<file path="config.mk">
export PLATFORM = sky130hd
export DESIGN_NAME = apu_pulse_bank_flat
export DESIGN_NICKNAME = d
export VERILOG_FILES = /design/src/rtl/apu_pulse_bank_pkg.sv /design/src/rtl/apu_pulse_bank_if.sv /design/src/rtl/apu_pulse_bank_pulse_unit.sv /design/src/rtl/apu_pulse_bank.sv /design/src/flat_wrapper.sv
export SDC_FILE = /design/constraint.sdc
export NUM_CORES = 1
export LEC_CHECK = 0
export BUFFER_PORTS_ARGS = -buffer_cell sky130_fd_sc_hd__buf_2
export CELL_PAD_IN_SITES_DETAIL_PLACEMENT = 2
export CELL_PAD_IN_SITES_GLOBAL_PLACEMENT = 2
export CORE_ASPECT_RATIO = 1.2
export CORE_UTILIZATION = 43
export CTS_BUF_LIST = sky130_fd_sc_hd__clkbuf_8
export DETAILED_ROUTE_END_ITERATION = 12
export GPL_ROUTABILITY_DRIVEN = 0
export PLACE_DENSITY_LB_ADDON = 0.1
export REMOVE_ABC_BUFFERS = 1
export SYNTH_ARGS = -nofsm -noshare
export SYNTH_HDL_FRONTEND = slang
export SYNTH_HIERARCHICAL = 1
export SYNTH_SLANG_ARGS = --single-unit
</file>
<file path="constraint.sdc">
create_clock -name clk -period 4.67 [get_ports clk]
set_input_delay 0.467 -clock clk [delete_from_list [all_inputs] [get_ports clk]]
set_output_delay 0.467 -clock clk [all_outputs]
set_load 0.03 [all_outputs]
</file>
<file path="src/rtl/apu_pulse_bank_pkg.sv">
// apu_pulse_bank_pkg: shared APU types and tables for the pulse channel bank.
// Holds the per-channel register image, the duty waveforms and the NES
// length-counter lookup.
package apu_pulse_bank_pkg;

    // Decoded image of one pulse channel's four write-only registers
    typedef struct packed {
        logic [1:0]  duty;
        logic        halt;          // length halt, doubles as envelope loop
        logic        const_vol;
        logic [3:0]  vol;           // constant volume or envelope period
        logic        sweep_en;
        logic [2:0]  sweep_period;
        logic        negate;
        logic [2:0]  shift;
        logic [10:0] period;        // timer reload value
    } pulse_regs_t;

    // Duty waveforms; bit 7 is sequencer step 0, bit 0 is step 7
    localparam logic [3:0][7:0] DUTY_TABLE = {
        8'b10011111,   // duty 3
        8'b01111000,   // duty 2
        8'b01100000,   // duty 1
        8'b01000000    // duty 0
    };

    // Length counter load values indexed by reg3[7:3]
    function automatic logic [7:0] length_lookup(input logic [4:0] idx);
        logic [7:0] v;
        case (idx)
            5'd0:  v = 8'd10;   5'd1:  v = 8'd254;  5'd2:  v = 8'd20;   5'd3:  v = 8'd2;
            5'd4:  v = 8'd40;   5'd5:  v = 8'd4;    5'd6:  v = 8'd80;   5'd7:  v = 8'd6;
            5'd8:  v = 8'd160;  5'd9:  v = 8'd8;    5'd10: v = 8'd60;   5'd11: v = 8'd10;
            5'd12: v = 8'd14;   5'd13: v = 8'd12;   5'd14: v = 8'd26;   5'd15: v = 8'd14;
            5'd16: v = 8'd12;   5'd17: v = 8'd16;   5'd18: v = 8'd24;   5'd19: v = 8'd18;
            5'd20: v = 8'd48;   5'd21: v = 8'd20;   5'd22: v = 8'd96;   5'd23: v = 8'd22;
            5'd24: v = 8'd192;  5'd25: v = 8'd24;   5'd26: v = 8'd72;   5'd27: v = 8'd26;
            5'd28: v = 8'd16;   5'd29: v = 8'd28;   5'd30: v = 8'd32;
            default: v = 8'd30;
        endcase
        return v;
    endfunction

endpackage

</file>
<file path="src/rtl/apu_pulse_bank_if.sv">
// apu_pulse_bank_if: CPU register write bus into the pulse bank.
interface apu_pulse_bank_if #(
    parameter int ADDR_W = 5
);
    logic [ADDR_W-1:0] reg_addr;
    logic [7:0]        reg_data;
    logic              reg_en;
    logic              reg_we;

    modport master (output reg_addr, reg_data, reg_en, reg_we);
    modport slave  (input  reg_addr, reg_data, reg_en, reg_we);
endinterface

</file>
<file path="src/rtl/apu_pulse_bank_pulse_unit.sv">
// pulse_unit: one NES-style pulse channel (timer, duty sequencer, envelope,
// length counter, optional sweep). Sweep logic is built only when
// APU_SWEEP_EN is defined; otherwise reg1 is stored but has no effect.
module pulse_unit
    import apu_pulse_bank_pkg::*;
#(
    parameter int CH_IDX = 0
) (
    input  logic       clk,
    input  logic       rst_l,
    input  logic       apu_clk_en,
    input  logic       quarter_clk_en,
    input  logic       half_clk_en,
    input  logic [3:0] wr_sel,        // one-hot reg0..reg3 write strobe
    input  logic [7:0] wr_data,
    input  logic       status_wr,
    input  logic       status_bit,
    output logic [3:0] sample,
    output logic       len_nz
);
    pulse_regs_t regs;
    logic [10:0] timer;
    logic [2:0]  step;
    logic [7:0]  length;
    logic        enable, enable_nxt;
    logic        env_start;
    logic [3:0]  env_div, decay;
    logic        muted, sweep_mute, duty_bit;

    assign enable_nxt = status_wr ? status_bit : enable;

`ifdef APU_SWEEP_EN
    logic [10:0] change;
    logic [11:0] diff, target;
    logic [2:0]  sweep_div;
    logic        sweep_reload, sweep_fire;

    assign change = regs.period >> regs.shift;
    // Channel 0 negates in ones-complement (one extra subtracted)
    assign diff   = {1'b0, regs.period} - {1'b0, change} - ((CH_IDX == 0) ? 12'd1 : 12'd0);

    // Sweep target; a negated result below zero (shift 0 on channel 0) clamps to 0
    always_comb begin
        if (regs.negate) target = diff[11] ? 12'd0 : diff;
        else             target = {1'b0, regs.period} + {1'b0, change};
    end

    assign sweep_mute = target[11];
    assign sweep_fire = half_clk_en && (sweep_div == 3'd0) && regs.sweep_en &&
                        (regs.shift != 3'd0) && !muted;

    // Sweep divider: reload when expired or after a reg1 write
    always_ff @(posedge clk or negedge rst_l) begin
        if (!rst_l) begin
            sweep_div    <= 3'd0;
            sweep_reload <= 1'b0;
        end else begin
            if (half_clk_en) begin
                if (sweep_div == 3'd0 || sweep_reload) begin
                    sweep_div    <= regs.sweep_period;
                    sweep_reload <= 1'b0;
                end else begin
                    sweep_div <= sweep_div - 3'd1;
                end
            end
            if (wr_sel[1]) sweep_reload <= 1'b1;
        end
    end
`else
    logic sweep_unused;
    assign sweep_mute   = 1'b0;
    assign sweep_unused = ^{regs.sweep_en, regs.sweep_period, regs.negate, regs.shift, CH_IDX[0]};
`endif

    assign muted = (length == 8'd0) || (regs.period < 11'd8) || sweep_mute;

    // Register image and channel enable; CPU period writes win over a sweep update
    always_ff @(posedge clk or negedge rst_l) begin
        if (!rst_l) begin
            regs   <= '0;
            enable <= 1'b0;
        end else begin
            enable <= enable_nxt;
            if (wr_sel[0]) {regs.duty, regs.halt, regs.const_vol, regs.vol} <= wr_data;
            if (wr_sel[1]) {regs.sweep_en, regs.sweep_period, regs.negate, regs.shift} <= wr_data;
            if (wr_sel[2])      regs.period <= {regs.period[10:8], wr_data};
            else if (wr_sel[3]) regs.period <= {wr_data[2:0], regs.period[7:0]};
`ifdef APU_SWEEP_EN
            else if (sweep_fire) regs.period <= target[10:0];
`endif
        end
    end

    // Period timer and 8-step duty sequencer; reg3 write restarts the sequence
    always_ff @(posedge clk or negedge rst_l) begin
        if (!rst_l) begin
            timer <= 11'd0;
            step  <= 3'd0;
        end else begin
            if (apu_clk_en) begin
                if (timer == 11'd0) begin
                    timer <= regs.period;
                    step  <= step + 3'd1;
                end else begin
                    timer <= timer - 11'd1;
                end
            end
            if (wr_sel[3]) step <= 3'd0;
        end
    end

    // Envelope generator on the quarter-frame strobe
    always_ff @(posedge clk or negedge rst_l) begin
        if (!rst_l) begin
            env_start <= 1'b0;
            env_div   <= 4'd0;
            decay     <= 4'd0;
        end else begin
            if (quarter_clk_en) begin
                if (env_start) begin
                    env_start <= 1'b0;
                    decay     <= 4'd15;
                    env_div   <= regs.vol;
                end else if (env_div == 4'd0) begin
                    env_div <= regs.vol;
                    if (decay != 4'd0) decay <= decay - 4'd1;
                    else if (regs.halt) decay <= 4'd15;
                end else begin
                    env_div <= env_div - 4'd1;
                end
            end
            if (wr_sel[3]) env_start <= 1'b1;
        end
    end

    // Length counter: disable clears, reg3 load beats the half-frame decrement
    always_ff @(posedge clk or negedge rst_l) begin
        if (!rst_l)                                    length <= 8'd0;
        else if (!enable_nxt)                          length <= 8'd0;
        else if (wr_sel[3] && enable)                  length <= length_lookup(wr_data[7:3]);
        else if (half_clk_en && length != 8'd0 && !regs.halt) length <= length - 8'd1;
    end

    assign duty_bit = DUTY_TABLE[regs.duty][3'd7 - step];
    assign sample   = (muted || !duty_bit) ? 4'd0 : (regs.const_vol ? regs.vol : decay);
    assign len_nz   = (length != 8'd0);

endmodule

</file>
<file path="src/rtl/apu_pulse_bank.sv">
// apu_pulse_bank: NUM_PULSE pulse channels behind one register bus, with a
// registered mixer. Channel i owns addresses 4i..4i+3, status sits at
// 4*NUM_PULSE. Define APU_SWEEP_EN to build the frequency sweep units.
module apu_pulse_bank
    import apu_pulse_bank_pkg::*;
#(
    parameter int NUM_PULSE = 2,
    parameter int ADDR_W    = 5
) (
    input  logic                                 clk,
    input  logic                                 rst_l,
    input  logic                                 cpu_clk_en,
    input  logic                                 apu_clk_en,
    input  logic                                 quarter_clk_en,
    input  logic                                 half_clk_en,
    apu_pulse_bank_if.slave                      bus,
    output logic [NUM_PULSE-1:0][3:0]            ch_out,
    output logic [4+$clog2(NUM_PULSE+1)-1:0]     mix_out,
    output logic [NUM_PULSE-1:0]                 length_non_zero
);
    localparam int MIX_W = 4 + $clog2(NUM_PULSE + 1);

    logic                       reg_wr, status_wr;
    logic [NUM_PULSE-1:0][3:0]  wr_sel;
    logic [MIX_W-1:0]           mix_sum;

    assign reg_wr    = cpu_clk_en && bus.reg_en && bus.reg_we;
    assign status_wr = reg_wr && (bus.reg_addr == ADDR_W'(4 * NUM_PULSE));

    for (genvar g = 0; g < NUM_PULSE; g++) begin : g_ch
        assign wr_sel[g] = (reg_wr && bus.reg_addr[ADDR_W-1:2] == (ADDR_W-2)'(g)) ?
                           (4'b0001 << bus.reg_addr[1:0]) : 4'b0000;

        pulse_unit #(.CH_IDX(g)) u_pulse (
            .clk            (clk),
            .rst_l          (rst_l),
            .apu_clk_en     (apu_clk_en),
            .quarter_clk_en (quarter_clk_en),
            .half_clk_en    (half_clk_en),
            .wr_sel         (wr_sel[g]),
            .wr_data        (bus.reg_data),
            .status_wr      (status_wr),
            .status_bit     (bus.reg_data[g]),
            .sample         (ch_out[g]),
            .len_nz         (length_non_zero[g])
        );
    end

    // Sum of channel samples; width already covers NUM_PULSE*15
    always_comb begin
        mix_sum = '0;
        for (int i = 0; i < NUM_PULSE; i++) mix_sum = mix_sum + MIX_W'(ch_out[i]);
    end

    // Mixer output register
    always_ff @(posedge clk or negedge rst_l) begin
        if (!rst_l) mix_out <= '0;
        else        mix_out <= mix_sum;
    end

endmodule

</file>
<file path="src/flat_wrapper.sv">
// flat-port wrapper written by rule: the top's interface ports become plain ports
module apu_pulse_bank_flat import apu_pulse_bank_pkg::*;
#(
    parameter int NUM_PULSE = 2,
    parameter int ADDR_W    = 5
)
  (clk, rst_l, cpu_clk_en, apu_clk_en, quarter_clk_en, half_clk_en, ch_out, mix_out, length_non_zero, bus_reg_addr, bus_reg_data, bus_reg_en, bus_reg_we);
  apu_pulse_bank_if #(.ADDR_W(ADDR_W)) bus_i ();
  input  logic clk;
  input  logic rst_l;
  input  logic cpu_clk_en;
  input  logic apu_clk_en;
  input  logic quarter_clk_en;
  input  logic half_clk_en;
  output logic [NUM_PULSE-1:0][3:0] ch_out;
  output logic [4+$clog2(NUM_PULSE+1)-1:0] mix_out;
  output logic [NUM_PULSE-1:0] length_non_zero;
  input wire logic [$bits(bus_i.reg_addr)-1:0] bus_reg_addr;
  input wire logic [$bits(bus_i.reg_data)-1:0] bus_reg_data;
  input wire logic [$bits(bus_i.reg_en)-1:0] bus_reg_en;
  input wire logic [$bits(bus_i.reg_we)-1:0] bus_reg_we;
  assign bus_i.reg_addr = bus_reg_addr;
  assign bus_i.reg_data = bus_reg_data;
  assign bus_i.reg_en = bus_reg_en;
  assign bus_i.reg_we = bus_reg_we;
  apu_pulse_bank #(.NUM_PULSE(NUM_PULSE), .ADDR_W(ADDR_W)) u_core (.clk(clk), .rst_l(rst_l), .cpu_clk_en(cpu_clk_en), .apu_clk_en(apu_clk_en), .quarter_clk_en(quarter_clk_en), .half_clk_en(half_clk_en), .bus(bus_i), .ch_out(ch_out), .mix_out(mix_out), .length_non_zero(length_non_zero));
endmodule
</file>
==> After elaboration in Yosys (flattened, before gate mapping) <==
Memory sizes are Yosys's and may differ from the RTL's.
Cells that the tools add are included.
{ "word_totals": {"reg_bits": 108, "romBits": 448, "n_memories": 2, "output_inout_bits": 16, "inputBits": 21, "elab_cells": 148} }
{ "mem_list": {"columns": ["name", "words", "width", "rd", "rd_ports_with_merged_regs", "wr", "line", "text"], "rows": [
  ["(name not given)", 32, 7, 1, 0, 0, "apu_pulse_bank_pkg.sv:30", "case (idx)"],
  ["(name not given)", 32, 7, 1, 0, 0, "apu_pulse_bank_pkg.sv:30", null]
]} }
{ "classes": {"n_eq_ne": 4, "muxes": 47, "n_addsub": 13, "magnitude_cmp": 6, "reduce_logical": 46, "shift": 1, "n_bitwise": 2} }
{ "op_table": {"columns": ["op", "count"], "rows": [
  ["$mux W8", 10],
  ["$mux W4", 18],
  ["$bmux W8 S2", 2],
  ["$logic_not A11 Y1", 2],
  ["$lt A11 B4 Y1 const B", 2],
  ["$mux W11", 2],
  ["$sub A11 B1 Y11 const B", 2],
  ["$mux W3", 6],
  ["$logic_not A8 Y1", 2],
  ["$reduce_bool A2 Y1", 8],
  ["$reduce_bool A8 Y1", 2],
  ["$sub A4 B1 Y4 const B", 4],
  ["$sub A8 B1 Y8 const B", 2],
  ["$logic_and A1 B1 Y1", 11],
  ["$logic_not A4 Y1", 2],
  ["$lt A3 B4 Y1 const B", 2],
  ["$reduce_and A2 Y1", 4],
  ["$reduce_bool A4 Y1", 2],
  ["$mux W1", 7],
  ["$add A3 B1 Y3 const B", 2],
  ["$bmux W1 S3", 2],
  ["$lt A2 B3 Y1 const B", 2],
  ["$ne A3 B1 Y1 const B", 2],
  ["$reduce_and A3 Y1", 2],
  ["10 further kinds", 19]
]} }

==> Depth between registers and ports, before layout <==
Gate-level depths: netlist of the first run.
{ "depth": {"word_depth": 8, "mapped_depth": 12, "mapped_depth_nobuf": 12} }

==> Modules after synthesis <==
The synthesis of the first run kept the hierarchy.
{ "by_module_without_submodules": {"columns": ["mod", "seq_area_each_um2", "n_inst", "cells_per_inst", "area_per_inst_um2"], "rows": [
  ["pulse_unit (u_core.g_ch[0].u_pulse)", 1276.2, 1, 319, 3136.8],
  ["pulse_unit (u_core.g_ch[1].u_pulse)", 1276.2, 1, 320, 3135.5],
  ["apu_pulse_bank", 125.1, 1, 38, 402.9]
]} }

==> Least setup slack after synthesis of the first run <==
OpenSTA, ideal clock, no wires.
{ "synth_timing": {"path_kind": "register -> register", "start": "register u_core.g_ch[1].u_pulse.length[0]", "end": "register u_core.mix_out[4]", "path_slack_ns": 1.931, "n_path_buf": 0, "path_stages_with_launch": 13, "period_less_slack_ns": 2.739, "required_time_ns": 4.604, "t_arrival_ns": 2.673, "setup_time_ns": 0.066, "path_cell_list": "dfrtp_1 -> inv_1 -> ha_1 -> nor3b_1 -> nand2_1 -> o211ai_1 -> nor2_1 -> ha_1 -> inv_1 -> fa_1 -> nor2b_1 -> o21ai_0 -> nand2b_1"} }
{ "synth_lines": {"columns": ["item", "line", "text"], "rows": [
  ["start, declared", "apu_pulse_bank_pulse_unit.sv:24", "logic [7:0] length;"],
  ["start signal, assigned", "apu_pulse_bank_pulse_unit.sv:140", "else if (wr_sel[3] && enable) length <= length_lookup(wr_data[7:3]);"],
  ["start signal, assigned", "apu_pulse_bank_pulse_unit.sv:141", "else if (half_clk_en && length != 8'd0 && !regs.halt) length <= length - 8'd1;"],
  ["end signal, assigned", "apu_pulse_bank.sv:58", "else mix_out <= mix_sum;"],
  ["end, declared", "apu_pulse_bank.sv:18", "output logic [4+$clog2(NUM_PULSE+1)-1:0] mix_out,"]
]} }

==> metrics.md, run 1 <==
| Metric | Value |
|---|---|
| Status | finished clean |
| # diodes | 0 |
| Met3 usage | under 10% |
| Final wirelength | between 15 and 20 mm |
| Netlist Area Pre-Place | 0.00665 mm2 |
| Synth Area per Inst | 9.86 um2 |
| Row count | 49 |
| Yosys warning count | 6 |
| CTS buffer count | 9 |
| Fmax | 336 MHz |
| CP max stage cell | nor3b_1 |
| Clock transition at path regs | 110 ps |
| Setup TNS | 0 ps |
| Internal Dissipation | 1.74 mW |
| Via/cell ratio | 5.93 |
| CORE AREA | roughly 0.015 mm2 |
| RSZ-0062 raised after global routing | false |
| Worst Path Arrival | 2510 ps |
| Worst setup margin | 1690 ps |
| Clk buf depth | 2 |
| Iter 0 DRT Violations | between 150 and 200 |
| CTS tree | yes |
| Routed len/inst | ~21 um |
| Skew final | approximately 18 ps |
| Slew Limit Headroom | 23.8% |
| Max-slew violation count | 0 |
| Count of hold-fix buffers inserted at cts | 0 |
| CTS Sinks | 107 |
| First-pass GRT wire length | 31.6 mm |
| Nets | 755 |
| Vias | 5395 |
| Logic pwr share | 30.6% |
| P_sw | ~1.1 mW |
| Initial antenna violation count | 0 |
| Setup bufs post-CTS | 0 |
| Met2 usage | 47.0% |
| Dpl ws | around 1700 ps |
| Port bufs | 35 |
| All-Layer GR Usage | 25.7% |
| Starting Density | about 44% |
| Hold WC Path Type | input pin to async pin |
| CP Cell Sequence | inv_1 > ha_1 > nor3b_1 > nand2_1 > o211ai_1 > nor2_1 > buf_2 |
| Setup crit end kind | output port |
| I/O pins | 37 |
| Die Span X | 116 um |
| Endpoints failing setup | 0 |
| Syn Inst Count | 675 |
| Final worst path period share | 63.7% |
| Peak supply drop | 129 uV |
| Max-cap violation count | 0 |
| DRC viols | 0 |
| Leak | 3.31 nW |
| Crit Path Class | flop to output port |
| Vias in the first global route | 6073 |
| Sw Ratio | about two fifths |
| Final hold vios | 0 |
| Root buffer cell | clkbuf_8 |
| Critical path peak fanout | 4 |
| CP Launch Type | flop |
| Post_cts resized | 0 |
| GRT Max-Usage Layer | met2 |
| Chip height | 138 um |
| Worst slew pin tran | 1130 ps |
| Share of layout cells above drive strength 1 | 17.1% |
| Clock H-tree levels | 3 |
| Skew-Pair Late Insertion Delay | 390 ps |
| Drt pass-1 iters | 4 |
| Final critical-path required period | 2980 ps |
| Pin count of the biggest net entering global routing | 58 |
| Post-DRT Antenna Nets | 0 |
| Reg2reg setup slack | 1900 ps |
| Layout area overhead | 8.27% |
| Max incr delay on CP | 450 ps |
| Post-DP HPWL | between 10 and 15 mm |
| Die Area | ~0.016 mm2 |
| Clock power frac | around a fifth |
| Worst EP required | 4200 ps |
| Part of the power in registers | 48.7% |
| Met1 usage | between 20% and 30% |
| Pwr/cell area | 390 mW/mm2 |
| Gr ovfl total | 0 |
==> cell usage in the layout (no fill, tap or decap), drive strengths merged, types with 13 or more instances in the layout <==
master  count
mux2       40
ha         32
clkbuf     13
dfrtp     107
nand3      26
mux2i      16
inv        63
nor3       18
nor2b      14
o21ai      44
buf        38
a21oi      27
nand2      42
nor2       41
==> metrics by stage <==
step           total power, mW  util, %  std cells  hold slack [ps]  area [um2]
3_3_place_gp              2.13     46.4        894              491        7000
5_1_grt                   2.99     47.8        910              195        7200
4_1_cts                   2.84     47.8        910              165        7200
2_1_floorplan             1.92        -        652              171        6550
3_5_place_dp              2.24     46.4        894              499        7000
6_report                  2.81     47.8        910              137        7200
==> final timing paths <==
| check | start | to | cells after the start |
|---|---|---|---|
| max | u_core/g_ch[1].u_pulse/length[0] | ch_out[5] | 7 |
| min | rst_l | u_core/g_ch[0].u_pulse/decay[0] | 1 |
| max reg2reg | u_core/g_ch[1].u_pulse/length[0] | u_core/mix_out[3] | 10 |
| min reg2reg | u_core/g_ch[0].u_pulse/regs[2] | u_core/g_ch[0].u_pulse/regs[2] | 1 |
| max in group asynchronous | rst_l | u_core/g_ch[1].u_pulse/regs[7] | 2 |
| min in group clk | bus_reg_data[2] | u_core/g_ch[1].u_pulse/regs[10] | 3 |
==> power groups by stage <==
stage | sequential [mW] | clock [mW] | combinational, mW
global route | 1.40 | 0.632 | 0.960
detailed placement | 1.38 | 0 | 0.854
global placement | 1.36 | 0 | 0.769
floorplan | 1.31 | 0 | 0.612
finish | 1.37 | 0.584 | 0.858
CTS | 1.37 | 0.605 | 0.868
==> registers in the layout (all words and copies together), names as in the netlist <==
| name | flops |
|---|---|
| u_core/g_ch.u_pulse/env_div | 8 |
| u_core/g_ch.u_pulse/length | 16 |
| u_core/g_ch.u_pulse/env_start | 2 |
| u_core/g_ch.u_pulse/decay | 8 |
| u_core/g_ch.u_pulse/timer | 22 |
| u_core/mix_out | 5 |
| u_core/g_ch.u_pulse/regs | 38 |
| u_core/g_ch.u_pulse/enable | 2 |
| u_core/g_ch.u_pulse/step | 6 |
==> per-layer routing <==
layer	share of wire, %	routed length (um)	vias to the layer above
met5	0	0	-
met4	2.6	499	0
met3	1.4	262	30
met2	54	10500	54
met1	42	8050	2798
li1	-	-	2513
==> worst max-delay path: cells and delay by family (launching register included) <==
family	cells	cell delay (ps)
compound gates	1	310
fa+ha+maj	1	170
simple gates	3	920
buf+inv	2	290
flops	1	420
==> layout make-up <==
type	count	area, um2
fillers	1639	7880
multi-input cells	483	3640
flip-flops and latches	107	2680
well taps	204	255
inverters	62	233
repair buffers	38	200
clock buffers	13	179
clock inverters	3	21.3
Note: power is estimated with default switching activity, not from simulation.
==> run 2, diff against run 1 <==
--- a/config.mk
+++ b/config.mk
@@ -9,7 +9,7 @@
 export CELL_PAD_IN_SITES_DETAIL_PLACEMENT = 2
 export CELL_PAD_IN_SITES_GLOBAL_PLACEMENT = 2
 export CORE_ASPECT_RATIO = 1.2
-export CORE_UTILIZATION = 43
+export CORE_UTILIZATION = 41
 export CTS_BUF_LIST = sky130_fd_sc_hd__clkbuf_8
 export DETAILED_ROUTE_END_ITERATION = 12
 export GPL_ROUTABILITY_DRIVEN = 0
==> constraint.sdc (replaced) <==
create_clock -name clk -period 3 [get_ports clk]
set_input_delay 0.3 -clock clk [delete_from_list [all_inputs] [get_ports clk]]
set_output_delay 0.3 -clock clk [all_outputs]
set_load 0.03 [all_outputs]
==> run 2 against run 1 <==
Core utilization shrank 1.6 points. Non-clock buffer count is 9 higher. Critical path depth shrank 2. Highest routed layer unchanged. Largest power group unchanged. Total power up 53%.
==> metrics.md, run 2 (synthesis gave the netlist of run 1 again) <==
| Metric | Value |
|---|---|
| Drt pass-1 iters | 4 |
| RSZ-0062 raised after global routing | false |
| Initial antenna violation count | 0 |
| Row count | 50 |
| Layout area overhead | 9.04% |
| CTS tree | yes |
| Max-cap violation count | 0 |
| Clk buf depth | 2 |
| Pin count of the biggest net entering global routing | 55 |
| Routed len/inst | 20.7 um |
| Post-DRT Antenna Nets | 0 |
| Slew Limit Headroom | 49.2% |
| I/O pins | 37 |
| Final worst path period share | 87.9% |
| CP Launch Type | flop |
| Fmax | between 300 and 400 MHz |
| Die Span X | around 120 um |
| Most common cell after layout, fill and taps aside | dfrtp_1 |
| Skew-Pair Late Insertion Delay | 400 ps |
| Final hold vios | 0 |
| Worst slew pin tran | 762 ps |
| Finished Layout Cells | 922 |
| Final critical-path required period | 2640 ps |
| Vias | around 5400 |
| Most frequent cells in the layout | dfrtp_1 (107), inv_1 (62), nand2_1 (42) |
| All-Layer GR Usage | 24.4% |
| Final Util | 46.2% |
| Final wirelength | 19.1 mm |
| Pwr/cell area | 592 mW/mm2 |
| Max FFs per register | 38 |
| Reg2reg setup slack | 390 ps |
| Top reg by flops | u_core/g_ch.u_pulse/regs |
| Clock transition at path regs | 110 ps |
| Status | finished clean |
| Skew final | roughly 16 ps |
| Dpl cells | 906 |
| CORE AREA | ~0.016 mm2 |
| Setup crit end kind | output port |
| Fillers | 1712 |
| Iter 0 DRT Violations | 177 |
| Max-slew violation count | 0 |
| DRC viols | 0 |
| Dpl ws | 360 ps |
| Setup TNS | 0 ps |
| Endpoints failing setup | 0 |
| Worst Path Arrival | 2340 ps |
| CTS buffer count | 9 |
| Design Area, Final | 0.00726 mm2 |
| Port bufs | 35 |
| Die Area | 0.0167 mm2 |
| # diodes | 0 |
| Regs by FF count | u_core/g_ch.u_pulse/regs x38, u_core/g_ch.u_pulse/timer x22, u_core/g_ch.u_pulse/length x16 |
| Starting Density | 42.4% |
| Post-DP HPWL | 14.4 mm |
| Hold Worst Slack | between 200 and 300 ps |
| Hold WC Path Type | input pin to flop |
| Chip height | 142 um |
| Area after DPL | 0.00707 mm2 |
| Setup bufs post-CTS | 0 |
| Post_cts resized | 0 |
| Worst setup margin | roughly 360 ps |
| Vias in the first global route | 5987 |
| Gr ovfl total | 0 |
| Area of the multi-input gates | 0.00364 mm2 |
| Share of layout cells above drive strength 1 | a little under a fifth |
| FF+latch area | 0.00268 mm2 |
| Final Power | 4.30 mW |
| Leak | 3.33 nW |
| Nets | 764 |
| Clock H-tree levels | 3 |
| Root buffer cell | clkbuf_8 |
| First-pass GRT wire length | around 32 mm |
| CTS Sinks | 107 |
| Crit Path Class | flop to output port |
| Peak supply drop | 276 uV |
| Critical path peak fanout | 5 |
| Worst EP required | 2700 ps |
| Via/cell ratio | between 5 and 6 |
==> run 2: changes by cell type in the layout (fill, tap and decap cells not counted), sizes merged <==
cell,before,now
clkinv,2,3
clkinvlp,0,2
dlygate4sd3,0,1
buf,38,46
clkbuf,13,9
==> run 2: path summary, 6_finish.rpt <==
kind / from / end / cells past startpoint
min: bus_reg_data[2] / u_core/g_ch[1].u_pulse/regs[10] / 3
max reg2reg: u_core/g_ch[1].u_pulse/regs[26] / u_core/mix_out[3] / 8
max in group asynchronous: rst_l / u_core/g_ch[0].u_pulse/regs[24] / 3
min reg2reg: u_core/g_ch[1].u_pulse/regs[2] / u_core/g_ch[1].u_pulse/regs[2] / 1
max: u_core/g_ch[1].u_pulse/regs[26] / ch_out[5] / 5
min in group asynchronous: rst_l / u_core/g_ch[0].u_pulse/env_div[1] / 2
==> run 2: what timing repair did <==
action	in CTS	in global routing
hold buffers	1	0
setup endpoints to repair	0	0
endpoints found under the hold margin	51	0
==> run 2: routing by layer <==
metal / up-vias / track usage, % / part of all wire, %
met3: 35 / 3.86 / 2.5
met4: 0 / 8.64 / 2.1
met5: - / 0 / 0
met1: 2793 / 29.4 / 43
met2: 76 / 43.8 / 53
li1: 2535 / - / -
==> run 2: cell type report <==
type | count | area share (%)
Clock inverter | 6 | 0.724
Clock buffer | 9 | 1.71
Sequential cell | 107 | 36.9
Inverter | 62 | 3.21
Tap cell | 208 | 3.59
Timing Repair Buffer | 47 | 3.72
Multi-Input combinational cell | 483 | 50.1
==> run 2: power breakdown <==
| group | internal [mW] | switching [mW] | total [mW] | leakage [nW] |
|---|---|---|---|---|
| clock | 0.308 | 0.545 | 0.853 | 0.0834 |
| combinational | 0.572 | 0.739 | 1.31 | 1.85 |
| sequential | 1.74 | 0.396 | 2.13 | 1.39 |
==> run 2: worst max-delay path, cell delays in order (launching register included) <==
cell and delay [ps]:
dfrtp_1 430, ha_1 290, mux4_2 470, o211ai_1 390, nor2_1 150, buf_2 220
==> run 3, diff against run 2 <==
--- a/config.mk
+++ b/config.mk
@@ -5,11 +5,12 @@
 export SDC_FILE = /design/constraint.sdc
 export NUM_CORES = 1
 export LEC_CHECK = 0
+export ABC_AREA = 1
 export BUFFER_PORTS_ARGS = -buffer_cell sky130_fd_sc_hd__buf_2
 export CELL_PAD_IN_SITES_DETAIL_PLACEMENT = 2
 export CELL_PAD_IN_SITES_GLOBAL_PLACEMENT = 2
 export CORE_ASPECT_RATIO = 1.2
-export CORE_UTILIZATION = 41
+export CORE_UTILIZATION = 37
 export CTS_BUF_LIST = sky130_fd_sc_hd__clkbuf_8
 export DETAILED_ROUTE_END_ITERATION = 12
 export GPL_ROUTABILITY_DRIVEN = 0
==> run 3 against run 2 <==
Clock power up 14%. Critical endpoint unchanged. Synthesized cell count up 41%. Global-route usage down 0.76 points.
==> metrics.md, run 3 <==
| Metric | Value |
|---|---|
| Status | finished clean |
| Worst EP required | 2700 ps |
| Top reg by flops | u_core/g_ch.u_pulse/regs |
| Layout area overhead | 9.38% |
| Iter 0 DRT Violations | around 180 |
| Critical path peak fanout | 6 |
| Synth Area per Inst | 7.24 um2 |
| Crit Path Class | flop to output port |
| Clock transition at path regs | 110 ps |
| Worst Path Arrival | 2120 ps |
| R2R depth | 11 |
| Clk buf depth | 2 |
| Share of layout cells above drive strength 1 | 10.5% |
| Final Power | 5.70 mW |
| Via/cell ratio | 5.28 |
| Final hold vios | 0 |
| Pwr/cell area | around 760 mW/mm2 |
| Regs by FF count | u_core/g_ch.u_pulse/regs x38, u_core/g_ch.u_pulse/timer x22, u_core/g_ch.u_pulse/length x16 |
| Max-cap violation count | 0 |
| Syn Inst Count | between 900 and 1000 |
| Row count | 54 |
| Skew final | 10.9 ps |
| All-Layer GR Usage | a little under a quarter |
| Routed len/inst | 17.6 um |
| Cell family with most CP delay | simple AND/OR/NAND/NOR gates |
| Setup crit end kind | output port |
| Starting Density | 37.8% |
| CTS buffer count | 9 |
| Nets | 1037 |
| Yosys warning count | 6 |
| Max incr delay on CP | around 340 ps |
| Leak | approximately 3.8 nW |
| Max FFs per register | 38 |
| WHS Path Cells | 3 |
| First-pass GRT wire length | roughly 35 mm |
| Clock H-tree levels | 3 |
| Worst path buffer plus inverter count | 2 |
| CP most frequent cell | nor2_1 |
| Vias in the first global route | between 6000 and 7000 |
| Setup TNS | 0 ps |
| CTS tree | yes |
| Most common cell after layout, fill and taps aside | nand2_1 |
| Chip height | around 150 um |
| CP max stage cell | dfrtp_1 |
| Worst slew pin tran | 908 ps |
| Hold Path Origin | bus_reg_data[2] |
| # diodes | 0 |
| Reg2reg start | u_core/g_ch[0].u_pulse/regs[26] |
| Final wirelength | 21.4 mm |
| Die Span X | 126 um |
| Port bufs | 35 |
| Vias | about 6400 |
| Most frequent cells in the layout | nand2_1 (217), inv_1 (121), dfrtp_1 (107) |
| Max-slew violation count | 0 |
| Pin count of the biggest net entering global routing | 49 |
| CP Launch Type | flop |
| Peak supply drop | roughly 250 uV |
| CTS Sinks | 107 |
| CP startpoint | u_core/g_ch[1].u_pulse/length[0] |
| I/O pins | 37 |
| Slew Limit Headroom | 39.1% |
| RSZ-0062 raised after global routing | false |
| Final critical-path required period | ~2400 ps |
| Gr ovfl total | 0 |
| DRC viols | 0 |
| Initial antenna violation count | 0 |
| Endpoints failing setup | 0 |
| Die Area | 0.0191 mm2 |
| Root buffer cell | clkbuf_8 |
| Fmax | 413 MHz |
| CORE AREA | 0.0182 mm2 |
| Final worst path period share | 80.7% |
| Skew-Pair Late Insertion Delay | roughly 400 ps |
| Final Util | 41.3% |
| WP depth | 8 |
| Netlist Area Pre-Place | 0.00687 mm2 |
| CP Cell Sequence | inv_1 > ha_1 > nand2_2 > nor2_1 > a21oi_1 > nand3_1 > nor2_1 > buf_2 |
| Drt pass-1 iters | 4 |
| Hold WC Path Type | input pin to flop |
| Post-DP HPWL | 16.4 mm |
| Post-DRT Antenna Nets | 0 |
==> run 3: cell count changes in the layout (fill, tap and decap cells not counted), sizes merged, moves of 12 or more <==
cell / delta
o21ai: +47
mux2i: -16
a21oi: +19
nor4: -12
mux2: -40
a211oi: -12
nand3: +82
inv: +65
nand2: +185
nor2: +80
nor2b: -14
==> run 3: worst register-to-register path: stages, from the launching register on <==
cell	delay, ps
dfrtp_1	430
ha_1	290
nor2_1	40
a21oi_1	100
o21ai_0	100
nand2_1	80
nand3_1	170
nor2_1	210
ha_1	220
inv_1	70
fa_1	420
xnor2_1	140
==> run 3: final timing paths <==
| path | to | slack [ps] |
|---|---|---|
| max | ch_out[5] | 580 |
| min | u_core/g_ch[1].u_pulse/regs[2] | 170 |
| max reg2reg | u_core/mix_out[2] | 640 |
| min reg2reg | u_core/g_ch[1].u_pulse/env_div[1] | 510 |
| max in group asynchronous | u_core/g_ch[1].u_pulse/decay[2] | 1660 |
| min in group asynchronous | u_core/g_ch[0].u_pulse/timer[7] | 450 |
==> run 3: metrics by stage <==
step           worst slack (ps)  std cells  hold slack [ps]  cell area, um2
2_1_floorplan               513        926             4.41            6740
3_3_place_gp                753       1195              374            7300
3_5_place_dp                643       1195              377            7300
4_1_cts                     510       1212              148            7510
5_1_grt                     402       1212              198            7510
6_report                    579       1212              165            7510
==> run 3: report_power, final <==
| group | switching [mW] | internal, mW | leakage [nW] |
|---|---|---|---|
| Clock | 0.571 | 0.400 | 0.0984 |
| Sequential | 0.349 | 1.83 | 1.34 |
| Combinational | 1.68 | 0.870 | 2.38 |
| Total | 2.60 | 3.10 | 3.82 |
==> run 3: metal layers <==
metal	part of all wire [%]	vias to the layer above	wire length [um]	global-route usage (%)
li1	-	3134	-	-
met1	47	3197	10000	29.8
met2	50	50	10800	42.8
met3	1.5	17	317	2.05
met4	1.4	0	291	6.93
met5	0	-	0	0
==> run 3: final cells by class <==
type	count	area (um2)
repair buffers	46	263
clock buffers	9	124
clock inverters	7	82.6
fillers	2240	10700
multi-input cells	694	3620
well taps	224	280
flip-flops and latches	107	2680
inverters	125	469
==> run 3: repair_timing <==
item,in CTS,in global routing
hold buffers,1,0
buffers inserted,0,0
gates resized for setup,0,0
endpoints found under the hold margin,45,0
